**config.mk**
```make
export PLATFORM = sky130hd
export DESIGN_NAME = conway_grid
export DESIGN_NICKNAME = d
export VERILOG_FILES = /design/src/rtl/conway_pkg.sv /design/src/rtl/conway_row_next.sv /design/src/rtl/conway_grid.sv
export SDC_FILE = /design/constraint.sdc
export NUM_CORES = 1
export LEC_CHECK = 0
export BUFFER_PORTS_ARGS = -buffer_cell sky130_fd_sc_hd__buf_2
export CORE_ASPECT_RATIO = 1.25
export CORE_MARGIN = 2
export CORE_UTILIZATION = 43
export DETAILED_ROUTE_END_ITERATION = 10
export SYNTH_ARGS = -nofsm -noshare
export SYNTH_HDL_FRONTEND = slang
export SYNTH_SLANG_ARGS = --single-unit
```
**constraint.sdc**
```tcl
create_clock -name clk -period 7.5 [get_ports clk]
set_input_delay 0.75 -clock clk [delete_from_list [all_inputs] [get_ports clk]]
set_output_delay 0.75 -clock clk [all_outputs]
set_load 0.1 [all_outputs]
```
**src/rtl/conway_pkg.sv**
```systemverilog
// Shared types, constants and the rule lookup used by the Game-of-Life grid engine.
package conway_pkg;

    typedef enum logic [1:0] {
        LOAD   = 2'd0,
        STEP   = 2'd1,
        UNLOAD = 2'd2
    } state_e;

    localparam int NBR_CNT_W = 4;

    localparam logic [8:0] DEFAULT_BIRTH   = 9'h008;
    localparam logic [8:0] DEFAULT_SURVIVE = 9'h00C;

    // Counts above 8 cannot occur, but the mask has only nine entries.
    function automatic logic ruleLookup(input logic [8:0] mask, input logic [NBR_CNT_W-1:0] cnt);
        return (cnt > 4'd8) ? 1'b0 : mask[cnt];
    endfunction

endpackage

```
**src/rtl/conway_row_next.sv**
```systemverilog
// Combinational next-generation row from the rows above, at and below it.
module conway_row_next
    import conway_pkg::*;
#(
    parameter int WIDTH = 8,
    parameter int WRAP  = 0
) (
    input  logic [WIDTH-1:0] rowAbove_i,
    input  logic [WIDTH-1:0] rowCur_i,
    input  logic [WIDTH-1:0] rowBelow_i,
    input  logic [8:0]       birth_i,
    input  logic [8:0]       survive_i,
    output logic [WIDTH-1:0] nextRow_o
);

    logic [WIDTH+1:0]     extAbove;
    logic [WIDTH+1:0]     extCur;
    logic [WIDTH+1:0]     extBelow;
    logic [NBR_CNT_W-1:0] cnt;

    // Pad each row by one column per side so every cell sees the same window.
    function automatic logic [WIDTH+1:0] padRow(input logic [WIDTH-1:0] row);
        if (WRAP != 0) begin
            return {row[0], row, row[WIDTH-1]};
        end
        return {1'b0, row, 1'b0};
    endfunction

    assign extAbove = padRow(rowAbove_i);
    assign extCur   = padRow(rowCur_i);
    assign extBelow = padRow(rowBelow_i);

    always_comb begin
        nextRow_o = '0;
        cnt       = '0;
        for (int c = 0; c < WIDTH; c++) begin
            cnt = NBR_CNT_W'(extAbove[c]) + NBR_CNT_W'(extAbove[c+1]) + NBR_CNT_W'(extAbove[c+2])
                + NBR_CNT_W'(extCur[c])                               + NBR_CNT_W'(extCur[c+2])
                + NBR_CNT_W'(extBelow[c]) + NBR_CNT_W'(extBelow[c+1]) + NBR_CNT_W'(extBelow[c+2]);
            nextRow_o[c] = extCur[c+1] ? ruleLookup(survive_i, cnt) : ruleLookup(birth_i, cnt);
        end
    end

endmodule

```
**src/rtl/conway_grid.sv**
```systemverilog
// Double-buffered Game-of-Life engine: load a frame, step N generations, unload it.
// Define CONWAY_RULE_PROG_EN to add programmable birth/survive rule ports.
module conway_grid
    import conway_pkg::*;
#(
    parameter int WIDTH  = 8,
    parameter int HEIGHT = 8,
    parameter int WRAP   = 0,
    parameter int GEN_W  = 8
) (
    input  logic              clk,
    input  logic              rst_n,
    input  logic              in_valid,
    output logic              in_ready,
    input  logic [WIDTH-1:0]  in_row,
    input  logic [GEN_W-1:0]  in_gens,
    output logic              out_valid,
    input  logic              out_ready,
    output logic [WIDTH-1:0]  out_row,
    output logic              out_last,
    output logic              busy
`ifdef CONWAY_RULE_PROG_EN
    ,
    input  logic [8:0]        rule_birth,
    input  logic [8:0]        rule_survive
`endif
);

    localparam int ROW_W = $clog2(HEIGHT);
    localparam logic [ROW_W-1:0] LAST_ROW = ROW_W'(HEIGHT - 1);

    state_e             state_q, state_d;
    logic [ROW_W-1:0]   row_q, row_d;
    logic [GEN_W-1:0]   remaining_q, remaining_d;
    logic               bufSel_q, bufSel_d;
    logic [WIDTH-1:0]   grid_q [2][HEIGHT];

    logic               lastRow;
    logic [ROW_W-1:0]   rowUp;
    logic [ROW_W-1:0]   rowDown;
    logic [WIDTH-1:0]   aboveRow;
    logic [WIDTH-1:0]   curRow;
    logic [WIDTH-1:0]   belowRow;
    logic [WIDTH-1:0]   nextRow;
    logic [8:0]         birthMask;
    logic [8:0]         surviveMask;

    assign lastRow = (row_q == LAST_ROW);
    assign rowUp   = (row_q == '0) ? LAST_ROW : row_q - 1'b1;
    assign rowDown = lastRow ? '0 : row_q + 1'b1;

    always_comb begin
        state_d     = state_q;
        row_d       = row_q;
        remaining_d = remaining_q;
        bufSel_d    = bufSel_q;
        case (state_q)
            LOAD: begin
                if (in_valid) begin
                    row_d = rowDown;
                    if (row_q == '0) begin
                        remaining_d = in_gens;
                    end
                    if (lastRow) begin
                        state_d = (remaining_q != '0) ? STEP : UNLOAD;
                    end
                end
            end
            STEP: begin
                row_d = rowDown;
                if (lastRow) begin
                    bufSel_d    = ~bufSel_q;
                    remaining_d = remaining_q - 1'b1;
                    if (remaining_q == GEN_W'(1)) begin
                        state_d = UNLOAD;
                    end
                end
            end
            UNLOAD: begin
                if (out_ready) begin
                    row_d = rowDown;
                    if (lastRow) begin
                        state_d = LOAD;
                    end
                end
            end
            default: begin
                state_d = LOAD;
                row_d   = '0;
            end
        endcase
    end

    always_ff @(posedge clk or negedge rst_n) begin
        if (!rst_n) begin
            state_q     <= LOAD;
            row_q       <= '0;
            remaining_q <= '0;
            bufSel_q    <= 1'b0;
        end else begin
            state_q     <= state_d;
            row_q       <= row_d;
            remaining_q <= remaining_d;
            bufSel_q    <= bufSel_d;
        end
    end

`ifdef CONWAY_RULE_PROG_EN
    logic [8:0] birth_q;
    logic [8:0] survive_q;

    always_ff @(posedge clk or negedge rst_n) begin
        if (!rst_n) begin
            birth_q   <= DEFAULT_BIRTH;
            survive_q <= DEFAULT_SURVIVE;
        end else if (state_q == LOAD && in_valid && row_q == '0) begin
            birth_q   <= rule_birth;
            survive_q <= rule_survive;
        end
    end

    assign birthMask   = birth_q;
    assign surviveMask = survive_q;
`else
    assign birthMask   = DEFAULT_BIRTH;
    assign surviveMask = DEFAULT_SURVIVE;
`endif

    // Frame storage is deliberately left out of reset; a new load overwrites it.
    always_ff @(posedge clk) begin
        if (state_q == LOAD && in_valid) begin
            grid_q[bufSel_q][row_q] <= in_row;
        end else if (state_q == STEP) begin
            grid_q[~bufSel_q][row_q] <= nextRow;
        end
    end

    assign curRow   = grid_q[bufSel_q][row_q];
    assign aboveRow = (row_q == '0 && WRAP == 0) ? '0 : grid_q[bufSel_q][rowUp];
    assign belowRow = (lastRow && WRAP == 0) ? '0 : grid_q[bufSel_q][rowDown];

    conway_row_next #(
        .WIDTH (WIDTH),
        .WRAP  (WRAP)
    ) uRowNext (
        .rowAbove_i (aboveRow),
        .rowCur_i   (curRow),
        .rowBelow_i (belowRow),
        .birth_i    (birthMask),
        .survive_i  (surviveMask),
        .nextRow_o  (nextRow)
    );

    assign in_ready  = (state_q == LOAD);
    assign out_valid = (state_q == UNLOAD);
    assign busy      = (state_q == STEP);
    assign out_row   = curRow;
    assign out_last  = (state_q == UNLOAD) && lastRow;

endmodule

```
; ---- Word level (Yosys, flattened, before mapping)
; Memories as Yosys holds them, arrays and structs flattened.
; Index checks and enable logic that the tools add are counted.
[totals]
register_bits = 14
latchBits = 0
ramBits = 128
rom_bits = 256
input_bits = 20
out_inout_bits = 12
elab_cells = 198
memories = 17
[op_classes]
add_sub_neg = 52
n_mul = 0
div_mod_pow = 0
n_lt_le_gt_ge = 20
eq_ne = 11
shifts = 0
muxes = 78
n_bitwise = 4
reduce_logical = 12
[mem_list]
columns = memory, words, width, rd, rd_clocked_by_memory_dff, write_ports, line
row1 = grid_q, 2, 64, 1, 0, 1, conway_grid.sv:36  ; logic [WIDTH-1:0] grid_q [2][HEIGHT];
row2 = (no name shown), 16, 1, 1, 0, 0, conway_pkg.sv:17  ; return (cnt > 4'd8) ? 1'b0 : mask[cnt];
row3 = (no name shown), 16, 1, 1, 0, 0, conway_pkg.sv:17
row4 = (no name shown), 16, 1, 1, 0, 0, conway_pkg.sv:17
row5 = (no name shown), 16, 1, 1, 0, 0, conway_pkg.sv:17
row6 = (no name shown), 16, 1, 1, 0, 0, conway_pkg.sv:17
row7 = +11 memories, -, -, -, -, -, -
[op_table]
columns = cell, count
row1 = 64-bit two-way mux, 4
row2 = 4-bit by 1-bit adder with 4-bit output, 42
row3 = 8-bit two-way mux, 12
row4 = 8-bit binary-select mux with 3-bit select, 3
row5 = 64-bit OR reduction, 1
row6 = 1-bit two-way mux, 44
row7 = 4-bit by 5-bit < comparator with 1-bit output (second input constant), 8
row8 = 4-bit greater-than comparator (second input constant), 8
row9 = 8-bit demux with 3-bit select, 1
row10 = 8-bit one-hot mux with 2 select lines, 1
row11 = 1-bit by 1-bit adder with 2-bit output, 7
row12 = 2-bit two-way mux, 7
row13 = 4-bit greater-or-equal comparator (second input constant), 3
row14 = 3-bit two-way mux, 4
row15 = 2-bit by 1-bit != test with 1-bit output (second input constant), 6
row16 = 3-bit inverter with 4-bit output, 3
row17 = 3-bit one-hot mux with 3 select lines, 1
row18 = 8-bit by 1-bit == test with 1-bit output (second input constant), 1
row19 = 8-bit nonzero test, 1
row20 = 8-bit by 1-bit subtractor with 8-bit output (second input constant), 1
row21 = 2-bit one-hot mux with 3 select lines, 1
row22 = 6-bit AND reduction, 1
row23 = 4-bit by 1-bit < comparator with 1-bit output (second input constant), 1
row24 = 2-bit AND reduction, 2
row25 = 12 further kinds, 14

; ---- Depth between registers and ports, before layout
; Gate-level depths: netlist of run 1.
[logic_depth]
word_depth = 19
mapped_depth = 23

; ---- Cells and area by module
; A second synthesis of run 1 with hierarchy kept.
[unflattened]
cells_unflattened = 754
hier_area_um2 = 9486.6
[by_module_without_submodules]
columns = mod, n_inst, cells_per_inst, area_per_inst_um2
row1 = conway_grid, 1, 561, 7198.2
row2 = conway_row_next, 1, 193, 2288.4

; ---- Worst setup path before layout of run 1
; OpenSTA, ideal clock, no wires.
[synth_path]
kind = register to register
from = register bufSel_q
to = memory grid_q[0][15] (netlist name), data pin
arrival_ns = 5.003
required_ns = 7.209
path_slack_ns = 2.206
stages_incl_launch_ff = 13
synth_period_minus_slack_ns = 5.294
path_cell_list = dfrtp_1 > buf_4 > buf_6 > mux2_2 > o22ai_1 > nor4_2 > fa_1 > ha_1 > inv_1 > fa_1 > o21ai_0 > o21ai_0 > a21oi_1
[synth_lines]
columns = element, line
row1 = from (decl), conway_grid.sv:35  ; logic bufSel_q, bufSel_d;
row2 = from (signal assigned), conway_grid.sv:104  ; bufSel_q <= bufSel_d;
row3 = memory 2 x 64 bit (*), -
row4 = 8-bit binary-select mux with 3-bit select (*), conway_grid.sv:138  ; assign curRow = grid_q[bufSel_q][row_q];
row5 = 8-bit two-way mux (not written as such) (*) (2 in a row), conway_grid.sv:138
row6 = via out_row[6], conway_grid.sv:19  ; output logic [WIDTH-1:0] out_row,
row7 = 4-bit by 1-bit adder with 4-bit output (*), conway_row_next.sv:38  ; + NBR_CNT_W'(extCur[c]) + NBR_CNT_W'(extCur[c+2])
row8 = 4-bit by 1-bit adder with 4-bit output (*) (2 in a row), conway_row_next.sv:39  ; + NBR_CNT_W'(extBelow[c]) + NBR_CNT_W'(extBelow[c+1]) + NBR_CNT_W'(extBelow[c+2]);
row9 = memory 16 x 1 bit, -
row10 = 1-bit two-way mux (not written as such), conway_pkg.sv:17
row11 = 1-bit two-way mux, conway_pkg.sv:17
row12 = 1-bit two-way mux (*), conway_row_next.sv:40  ; nextRow_o[c] = extCur[c+1] ? ruleLookup(survive_i, cnt) : ruleLookup(birth_i, cnt);
row13 = 64-bit two-way mux (no line) (*), -
row14 = to (decl), conway_grid.sv:36
; Mark *: on every way through the listed nets, which the timed path passes. The rest lies on a longest branch. The select of a mux whose other input is x is not followed.

; ---- Worst setup path after layout of run 1
[layout_path]
from = register row_q[1]
to = memory grid_q[1][25] (netlist name), data pin
[layout_between]
elab_chain_len = 19
[layout_rtl]
columns = element, line
row1 = from (decl), conway_grid.sv:33  ; logic [ROW_W-1:0] row_q, row_d;
row2 = from (signal assigned), conway_grid.sv:102  ; row_q <= row_d;
row3 = 3-bit by 1-bit subtractor with 3-bit output or 3-bit zero test (tied branches), "conway_grid.sv:49, conway_grid.sv:139"
row4 = 3-bit two-way mux, conway_grid.sv:49  ; assign rowUp = (row_q == '0) ? LAST_ROW : row_q - 1'b1;
row5 = 3-bit inverter with 4-bit output (not written as such), conway_grid.sv:139  ; assign aboveRow = (row_q == '0 && WRAP == 0) ? '0 : grid_q[bufSel_q][rowUp];
row6 = 8-bit binary-select mux with 3-bit select, conway_grid.sv:139
row7 = 8-bit two-way mux (not written as such) (2 in a row), conway_grid.sv:139
row8 = 8-bit two-way mux, conway_grid.sv:139
row9 = 1-bit by 1-bit adder with 2-bit output, conway_row_next.sv:37  ; cnt = NBR_CNT_W'(extAbove[c]) + NBR_CNT_W'(extAbove[c+1]) + NBR_CNT_W'(extAbove[c+2])
row10 = 4-bit by 1-bit adder with 4-bit output, conway_row_next.sv:37
row11 = 4-bit by 1-bit adder with 4-bit output (2 in a row), conway_row_next.sv:38
row12 = 4-bit by 1-bit adder with 4-bit output (3 in a row), conway_row_next.sv:39
row13 = memory 16 x 1 bit, -
row14 = 1-bit two-way mux (not written as such), conway_pkg.sv:17
row15 = 1-bit two-way mux, conway_pkg.sv:17
row16 = 1-bit two-way mux, conway_row_next.sv:40
row17 = 64-bit two-way mux (no line) (*), -
; Every way passes the cells marked *; elsewhere a longest branch is shown, timed or not. The select of a mux whose other input is x is not followed.

==> results of run 1 <==
stage by stage:
stage | hold slack (ns) | area, um2 | utilization, % | worst slack, ns | instances
6_report | 0.214 | 9840 | 48.8 | 1.46 | 986
5_1_grt | 0.227 | 9840 | 48.8 | 1.09 | 986
4_1_cts | 0.218 | 9840 | 48.8 | 1.54 | 986
3_5_place_dp | 0.482 | 9270 | 45.9 | 1.54 | 954
3_3_place_gp | 0.475 | 9270 | 45.9 | 1.85 | 954
2_1_floorplan | 0.448 | 8870 | - | 2.21 | 682
metal layers:
metal / up-vias / wire length [um]
li1: 2686 / -
met1: 3048 / 9950
met2: 272 / 12000
met3: 51 / 1300
met4: 0 / 710
met5: - / 0
state kept, by name, summed over array words and instances, names as in the netlist:
signal / cells
remaining_q: 8
bufSel_q: 1
grid_q: 128
row_q: 3
state_q: 2
cells by family (layout without fill, tap and decap cells):
group                      after synthesis  count (layout)  synth area share [%]
AOI/OAI and AO/OA                      129             129                  10.3
xor gates and xnor gates                 1               1                0.0987
adders and majority gates               57              57                  10.5
buffers and inverters                   88             122                  4.34
DFF                                    142             142                  47.3
muxes                                  121             121                  18.8
and+or+nand+nor                        144             144                  8.69
layout make-up:
cell class              count  area share, %
multi-input cells         452           43.6
clock buffers              17           4.32
inverters                  46           1.75
flip-flops and latches    142           42.7
well taps                 270           3.43
repair buffers             44           2.70
clock inverters            15           1.53
worst reg2reg max path: stages (launching register included):
cell	delay, ns
dfrtp_1	0.61
inv_1	0.13
ha_1	0.24
nand2b_1	0.10
nand2_1	0.62
buf_4	0.42
mux4_2	0.30
a221o_1	0.41
ha_1	0.33
inv_1	0.06
fa_1	0.50
fa_1	0.44
fa_1	0.43
inv_1	0.09
fa_1	0.19
nand3b_1	0.08
o22ai_1	0.12
nand3_1	0.10
a21oi_1	0.19
a21o_1	0.42
final timing paths:
kind	end	slack [ns]	cells after the start
setup / recovery	grid_q[1][25]	1.46	19
setup reg to reg	grid_q[1][25]	1.46	19
max in group asynchronous	bufSel_q	7.00	1
min in group clk	remaining_q[7]	0.49	2
hold / removal	remaining_q[6]	0.21	1
hold reg to reg	remaining_q[7]	0.49	2
placed cells by master, fill, tap and decap left out, types with 3 or more instances in the layout:
master     synthesis  routed
a2111oi_0          5       5
a21o_1             5       5
a21oi_1           18      18
a221o_1            8       8
a221oi_1          10      10
a22o_1             6       6
a22oi_1            4       4
a32oi_1            4       4
and2_1             3       3
and3_1             4       4
buf_2             14      31
buf_4              6      12
clkbuf_16          0      17
dfrtp_1           14      13
edfxtp_1         128     128
fa_1              29      29
ha_1              28      28
inv_1             46      46
inv_6              0       5
inv_8              0       3
mux2_2            33      33
mux2i_1           55      55
mux4_2            33      33
nand2_1           27      27
nand2b_1           7       7
nand3_1            8       8
nand3b_1           8       8
nor2_1            50      50
nor2b_1            6       6
nor3_1             6       6
nor3b_1            5       5
nor4_2             7       7
o21ai_0           14      14
o22ai_1           35      35
o32ai_1            6       6
or3b_2             4       4
==> reports/metrics.csv, run 1 <==
stage,metric,value,unit
outcome,run_status,completed,
grt,busiest_layer,met2,
sta,tightest_slew,1.18,ns
final_layout,area_growth,10.9,%
route,avgRoutedWirePerCell,24.3,um
grt,grt_use_met1,28.4,%
worst_setup_path,endpoint_kind,flip-flop,
sta,setup_violations,0,
worst_setup_path,critPathLaunchType,flip-flop,
worst_setup_path,worst_ep_required_time,7.67,ns
die,die_area,21800,um2
die,coreArea,20200,um2
final_layout,nets,780,
sta,period_needed,6.04,ns
worst_setup_path,crit_slowest_cell,nand2_1,
grt,gr-usage-met2,39.6,%
synthesis,syn_inst,682,
die,io_pins,32,
worst_setup_path,slowest_delay,0.62,ns
grt,use_met3,4.54,%
clock_tree,htreeDepth,4,
sta,hold_viol,0,
route,dr.first_iter.drc_count,531,
die,die_w,132,um
sta,finClkSkew,0.0142,ns
grt,grt_overflow,0,
final_layout,multi_input_area,4290,um2
grt,antenna_found_initial,0,
final_layout,fillers,1776,
synthesis,postSynth.asyncResetShare,9.86,%
synthesis,synth_area,8870,um2
grt,grt_pass1_wl,36900,um
synthesis,post-synth-top-area-fraction,43.3,%
route,ant_nets,0,
worst_setup_path,crit_family,adder cells,
die,fp.dieH,165,um
worst_setup_path,cp_num_buf_inv,4,
clock_tree,ctsResizeCount,0,
worst_setup_path,crit_top_cell,fa_1,
clock_tree,root_buffer,clkbuf_16,
worst_setup_path,worstReg2RegStart,row_q[1],
worst_setup_path,crit_start,row_q[1],
synthesis,syn_nets,759,
hold_path,holdCritPathClass,input port to async pin,
route,drc,0,
sta,fmax,166,MHz
grt,grt_pass1_vias,6092,
sta,tns,0,ns
sta,post-route-period-util,80.6,%
synthesis,synth_most_common_cell,edfxtp_1,
sta,relSlewSlack,21.2,%
clock_tree,clockBufferDepth,2,
sta,slew_viol_final,0,
clock_tree,post_cts.repair.setup_buffers,0,
synthesis,synth_edf_count,128,
clock_tree,cts_hold_buffers,0,
clock_tree,cts.sinks,142,
die,rows,58,
job,max_cap_violations,0,
clock_tree,clk_pin_slew,0.06,ns
grt,grt_usage,22.9,%
sta,rsz0062_at_grt,no,
placement,place_hpwl,17800,um
final_layout,drive_above_1_share,21.9,%
worst_setup_path,crit_type,flip-flop to flip-flop,
route,via_count,6057,
synthesis,avgSynthCellArea,13.0,um2
synthesis,yosysUniqueCellTypes,50,
placement,gp_congestion,1.00,
route,drt_wl_total,24000,um
synthesis,synth_top_cells_by_count,"128 x edfxtp_1, 55 x mux2i_1, 50 x nor2_1",
die,start_util,44.0,%
synthesis,synthFlopType,edfxtp_1,
clock_tree,clock_latency,0.44,ns
final_layout,regArea,4200,um2
route,first_pass_iters,6,
route,drt-vias-per-instance,6.14,
synthesis,synthTopCellsByArea,"edfxtp_1 43%, mux4_2 8.4%, fa_1 6.5%",
grt,grt_max_degree,58,
synthesis,ys_seq_area_share,47.3,%
synthesis,ys_warn_count,0,
synthesis,yosys.area.top_type,edfxtp_1,
placement,port_buffers,31,
worst_setup_path,worstPathMaxFanout,19,
clock_tree,numCtsBuffers,17,
clock_tree,tritoncts,yes,
worst_setup_path,path_cells,inv_1 -> ha_1 -> nand2b_1 -> nand2_1 -> buf_4 -> mux4_2 -> a221o_1 -> ha_1 -> inv_1 -> fa_1 -> fa_1 -> fa_1 -> inv_1 -> fa_1 -> nand3b_1 -> o22ai_1 -> nand3_1 -> a21oi_1 -> a21o_1,
final_layout,n_antenna_cell,0,
worst_setup_path,arrival,6.21,ns
synthesis,synth_seq_cells,142,
Power of run 1 is left out: the tool's default activity adds up to more than one toggle a clock period on the data nets, which glitch-free logic cannot reach.
==> run 2: changes to the inputs <==
==> constraint.sdc (replaced) <==
create_clock -name clk -period 5.35 [get_ports clk]
set_input_delay 0.535 -clock clk [delete_from_list [all_inputs] [get_ports clk]]
set_output_delay 0.535 -clock clk [all_outputs]
set_load 0.1 [all_outputs]
==> run 2 against run 1 <==
Effect of this change:
- design area rose by 3.4%
- via count rose by 2.0%
- non-clock buffer count rose by 32
- critical path depth fell by 1
- highest routed layer unchanged
==> reports/metrics.csv, run 2 (same netlist as run 1, synthesis figures left out) <==
stage,metric,value,unit,change
outcome,run_status,completed,,
final_layout,drive_above_1_share,25.8,%,+3.9 points
sta,fmax,201,MHz,+21%
sta,rsz0062_at_grt,no,,
worst_setup_path,crit_top_cell,fa_1,,
die,rows,58,,unchanged
sta,slew_viol_final,0,,unchanged
final_layout,fillers,1748,,-1.6%
sta,fin_ws,0.374,ns,-1.08 ns
worst_setup_path,arrival,5.12,ns,-1.09 ns
worst_setup_path,slowest_delay,0.59,ns,-0.03 ns
die,start_util,44.0,%,unchanged
die,fp.dieH,165,um,unchanged
grt,grt_usage,22.5,%,-0.36 points
placement,place_hpwl,18200,um,+2.2%
worst_setup_path,crit_family,adder cells,,
route,dr.first_iter.drc_count,444,,-16%
worst_setup_path,worst_ep_required_time,5.49,ns,-2.18 ns
grt,grt_overflow,0,,unchanged
sta,hold_viol,0,,unchanged
clock_tree,root_buffer,clkbuf_16,,
worst_setup_path,worstPathMaxFanout,24,,+5
route,drt_wl_total,23900,um,-0.22%
clock_tree,htreeDepth,4,,unchanged
job,max_cap_violations,0,,unchanged
sta,setup_violations,0,,unchanged
grt,grt_max_degree,40,,-31%
route,via_count,6176,,+2.0%
final_layout,nets,812,,+4.1%
grt,grt_pass1_wl,36800,um,-0.41%
worst_setup_path,critPathLaunchType,flip-flop,,
worst_setup_path,crit_type,flip-flop to flip-flop,,
final_layout,largest_reg_flops,128,,unchanged
final_layout,regMostFlops,grid_q,,
grt,grt_pass1_vias,6309,,+3.6%
final_layout,layout_commonest_cell,edfxtp_1,,
die,die_area,21800,um2,unchanged
final_layout,multi_input_area,4300,um2,+0.17%
clock_tree,cts.sinks,142,,unchanged
worst_setup_path,crit_slowest_cell,fa_1,,
final_layout,area_growth,14.8,%,
sta,post-route-period-util,93.0,%,+12 points
route,first_pass_iters,6,,unchanged
die,die_w,132,um,unchanged
route,ant_nets,0,,unchanged
die,coreArea,20200,um2,unchanged
final_layout,n_antenna_cell,0,,unchanged
final_layout,regArea,4200,um2,unchanged
worst_setup_path,path_cells,inv_1 -> ha_1 -> nand2b_1 -> nand2_1 -> buf_12 -> mux4_2 -> a221o_1 -> ha_1 -> inv_1 -> fa_1 -> fa_1 -> fa_1 -> inv_1 -> fa_1 -> nand3_1 -> o22ai_1 -> and3_1 -> a22o_2,,
sta,tns,0,ns,unchanged
sta,finClkSkew,0.0144,ns,+0.000189 ns
placement,place_ws,0.209,ns,-1.34 ns
worst_setup_path,endpoint_kind,flip-flop,,
worst_setup_path,cp_num_buf_inv,4,,unchanged
clock_tree,clockBufferDepth,2,,unchanged
grt,antenna_found_initial,0,,unchanged
hold_path,holdCritPathClass,input port to flip-flop,,
route,drc,0,,unchanged
clock_tree,clk_pin_slew,0.07,ns,about the same
route,drt-vias-per-instance,6.07,,-1.2%
sta,period_needed,4.98,ns,-1.07 ns
final_layout,reg_top3,"grid_q: 128 flops, remaining_q: 8 flops, row_q: 3 flops",,
sta,holdWs,0.362,ns,+0.148 ns
final_layout,final_cell_mix,"128 x edfxtp_1, 55 x mux2i_1, 50 x nor2_1, 46 x inv_1, 41 x buf_4",,
clock_tree,tritoncts,yes,,
clock_tree,clock_latency,0.43,ns,about the same
die,io_pins,32,,unchanged
sta,relSlewSlack,20.5,%,-0.76 points
route,avgRoutedWirePerCell,23.5,um,-3.4%
placement,port_buffers,31,,unchanged
sta,tightest_slew,1.19,ns,+0.0132 ns
clock_tree,post_cts.repair.setup_buffers,0,,unchanged
placement,gp_congestion,0.900,,-10%
clock_tree,numCtsBuffers,17,,unchanged
==> run 2: final cells by class <==
class	instances	area share [%]
Clock buffer	17	4.18
Clock inverter	15	2.10
Inverter	46	1.70
Multi-Input combinational cell	452	42.2
Sequential cell	142	41.2
Tap cell	270	3.32
Timing Repair Buffer	76	5.24
==> run 2: per-stage QoR <==
| stage | util (%) | instance area (um2) | std cells |
|---|---|---|---|
| CTS | 50.4 | 10200 | 1018 |
| detailed placement | 47.2 | 9520 | 985 |
| floorplan | - | 8870 | 682 |
| global placement | 47.2 | 9520 | 985 |
| global route | 50.5 | 10200 | 1018 |
| finish | 50.5 | 10200 | 1018 |
==> run 2: what timing repair did <==
action,in CTS,in global routing
endpoints found under the hold margin,4,0
gates resized for setup,0,5
setup endpoints to repair,0,79
hold buffers,1,0
==> run 2: per-layer routing <==
metal	part of all wire (%)	track usage (%)	routed length, um
met1	41	28.0	9780
met2	52	40.1	12300
met3	4.7	3.19	1130
met4	2.9	8.55	694
met5	0	0	0
==> run 2: worst min-delay path, cell delays in order <==
cell and delay (ns):
buf_2 0.08, nand3_1 0.08, nand2_1 0.08
==> run 2: final timing paths <==
check | start | to | slack, ns | cells past startpoint
setup / recovery | row_q[1] | grid_q[1][19] | 0.37 | 18
hold reg to reg | remaining_q[1] | remaining_q[1] | 0.51 | 2
min in group asynchronous | rst_n | remaining_q[6] | 0.54 | 2
hold / removal | in_gens[0] | remaining_q[0] | 0.36 | 3
setup reg to reg | row_q[1] | grid_q[1][19] | 0.37 | 18
max in group asynchronous | rst_n | bufSel_q | 4.51 | 2
Power of run 2 is left out for the same reason.
==> run 3: changes to the inputs <==
==> constraint.sdc (replaced) <==
create_clock -name clk -period 5.9 [get_ports clk]
set_input_delay 0.59 -clock clk [delete_from_list [all_inputs] [get_ports clk]]
set_output_delay 0.59 -clock clk [all_outputs]
set_load 0.1 [all_outputs]
==> run 3 against run 2 <==
Effect of this change:
- register-to-register slack improved by 0.12 ns
- wire length rose by 3.3%
- setup slack improved by 0.12 ns
- via count rose by 1.8%
- maximum frequency fell by 7.9%
==> reports/metrics.csv, run 3 (same netlist as run 1, synthesis figures left out) <==
stage,metric,value,unit,change
route,dr.first_iter.drc_count,536,,+21%
clock_tree,cts_hold_buffers,0,,-1
clock_tree,post_cts.repair.setup_buffers,0,,unchanged
worst_setup_path,crit_type,flip-flop to flip-flop,,
sta,slew_viol_final,0,,unchanged
sta,period_needed,5.40,ns,+0.427 ns
clock_tree,clock_latency,0.43,ns,about the same
clock_tree,clk_pin_slew,0.06,ns,about the same
final_layout,regMostFlops,grid_q,,
grt,grt_max_degree,43,,+7.5%
clock_tree,cts.sinks,142,,unchanged
die,die_area,21800,um2,unchanged
grt,grt_pass1_vias,6197,,-1.8%
worst_setup_path,endpoint_kind,flip-flop,,
worst_setup_path,crit_top_cell,fa_1,,
worst_setup_path,cp_num_buf_inv,3,,-1
final_layout,reg_top3,"grid_q: 128 flops, remaining_q: 8 flops, row_q: 3 flops",,
sta,tightest_slew,1.10,ns,-0.0900 ns
sta,rsz0062_at_grt,no,,
sta,holdWs,0.0667,ns,-0.295 ns
route,drc,0,,unchanged
placement,place_ws,0.585,ns,+0.376 ns
clock_tree,clockBufferDepth,2,,unchanged
sta,post-route-period-util,91.6,%,-1.4 points
job,max_cap_violations,0,,unchanged
die,rows,58,,unchanged
worst_setup_path,worstPathMaxFanout,16,,-33%
worst_setup_path,slowest_delay,0.58,ns,about the same
outcome,run_status,completed,,
grt,antenna_found_initial,0,,unchanged
route,avgRoutedWirePerCell,24.8,um,+5.5%
sta,relSlewSlack,26.4,%,+5.9 points
placement,place_area,9360,um2,-1.7%
die,start_util,44.0,%,unchanged
route,drt_wl_total,24700,um,+3.3%
placement,gp_congestion,0.932,,+3.5%
clock_tree,ctsResizeCount,0,,unchanged
final_layout,drive_above_1_share,23.1,%,-2.7 points
die,coreArea,20200,um2,unchanged
hold_path,holdCritPathClass,input port to async pin,,
worst_setup_path,worst_ep_required_time,6.05,ns,+0.56 ns
final_layout,fillers,1775,,+1.5%
die,io_pins,32,,unchanged
sta,fmax,185,MHz,-7.9%
route,ant_nets,0,,unchanged
grt,grt_pass1_wl,37500,um,+2.0%
clock_tree,tritoncts,yes,,
die,die_w,132,um,unchanged
sta,hold_viol,0,,unchanged
final_layout,area_growth,12.0,%,
route,via_count,6288,,+1.8%
clock_tree,numCtsBuffers,17,,unchanged
final_layout,nets,791,,-2.6%
placement,place_hpwl,18100,um,-0.20%
final_layout,final_cell_mix,"128 x edfxtp_1, 55 x mux2i_1, 50 x nor2_1, 46 x inv_1, 35 x o22ai_1",,
final_layout,largest_reg_flops,128,,unchanged
route,first_pass_iters,5,,-1
final_layout,final_area,9940,um2,-2.4%
placement,port_buffers,31,,unchanged
route,drt-vias-per-instance,6.31,,+4.0%
clock_tree,htreeDepth,4,,unchanged
grt,grt_overflow,0,,unchanged
sta,tns,0,ns,unchanged
final_layout,layout_commonest_cell,edfxtp_1,,
grt,grt_usage,23.1,%,+0.60 points
worst_setup_path,critPathLaunchType,flip-flop,,
worst_setup_path,arrival,5.56,ns,+0.44 ns
worst_setup_path,crit_family,adder cells,,
sta,fin_ws,0.497,ns,+0.123 ns
die,fp.dieH,165,um,unchanged
sta,setup_violations,0,,unchanged
sta,finClkSkew,0.0109,ns,-0.00351 ns
clock_tree,root_buffer,clkbuf_16,,
worst_setup_path,path_cells,inv_1 -> ha_1 -> nor3_1 -> a21oi_1 -> or2_2 -> o32ai_1 -> a221o_1 -> ha_1 -> inv_1 -> fa_1 -> fa_1 -> fa_1 -> inv_1 -> fa_1 -> nand3b_1 -> o22ai_1 -> o2111ai_1 -> nand2_1,,
worst_setup_path,crit_slowest_cell,o32ai_1,,
final_layout,n_antenna_cell,0,,unchanged
## run 3: changes by cell type in the layout (fill, tap and decap cells not counted), sizes merged
cell,change
clkinvlp,+1
bufinv,-2
dlygate4sd3,-1
clkinv,+3
inv,-2
buf,-20
## run 3: final timing paths
path,cells after the start,startpoint,to,slack [ns]
setup / recovery,18,row_q[0],grid_q[1][14],0.50
hold / removal,1,rst_n,bufSel_q,0.07
setup reg to reg,18,row_q[0],grid_q[1][14],0.50
hold reg to reg,2,remaining_q[7],remaining_q[7],0.50
max in group asynchronous,1,rst_n,bufSel_q,5.54
min in group clk,3,in_gens[0],remaining_q[0],0.42
## run 3: per-stage QoR
step / util [%] / cells
CTS: 49.3 / 997
floorplan: - / 682
finish: 49.3 / 997
global placement: 46.4 / 965
detailed placement: 46.4 / 965
global route: 49.3 / 997
## run 3: final cells by class
cell class	count	area (um2)	share of cell area [%]
Clock buffer	17	425	4.28
Multi-Input combinational cell	452	4290	43.2
Inverter	46	173	1.74
Sequential cell	142	4200	42.2
Tap cell	270	338	3.40
Clock inverter	15	153	1.54
Timing Repair Buffer	55	360	3.63
## run 3: layer usage
| metal | GRT usage (%) | vias up | part of all wire, % |
|---|---|---|---|
| met5 | 0 | - | 0 |
| met3 | 3.96 | 53 | 5.9 |
| li1 | - | 2715 | - |
| met1 | 28.4 | 3197 | 40 |
| met4 | 9.78 | 0 | 2.9 |
| met2 | 40.6 | 323 | 51 |
Power of run 3 is left out for the same reason.
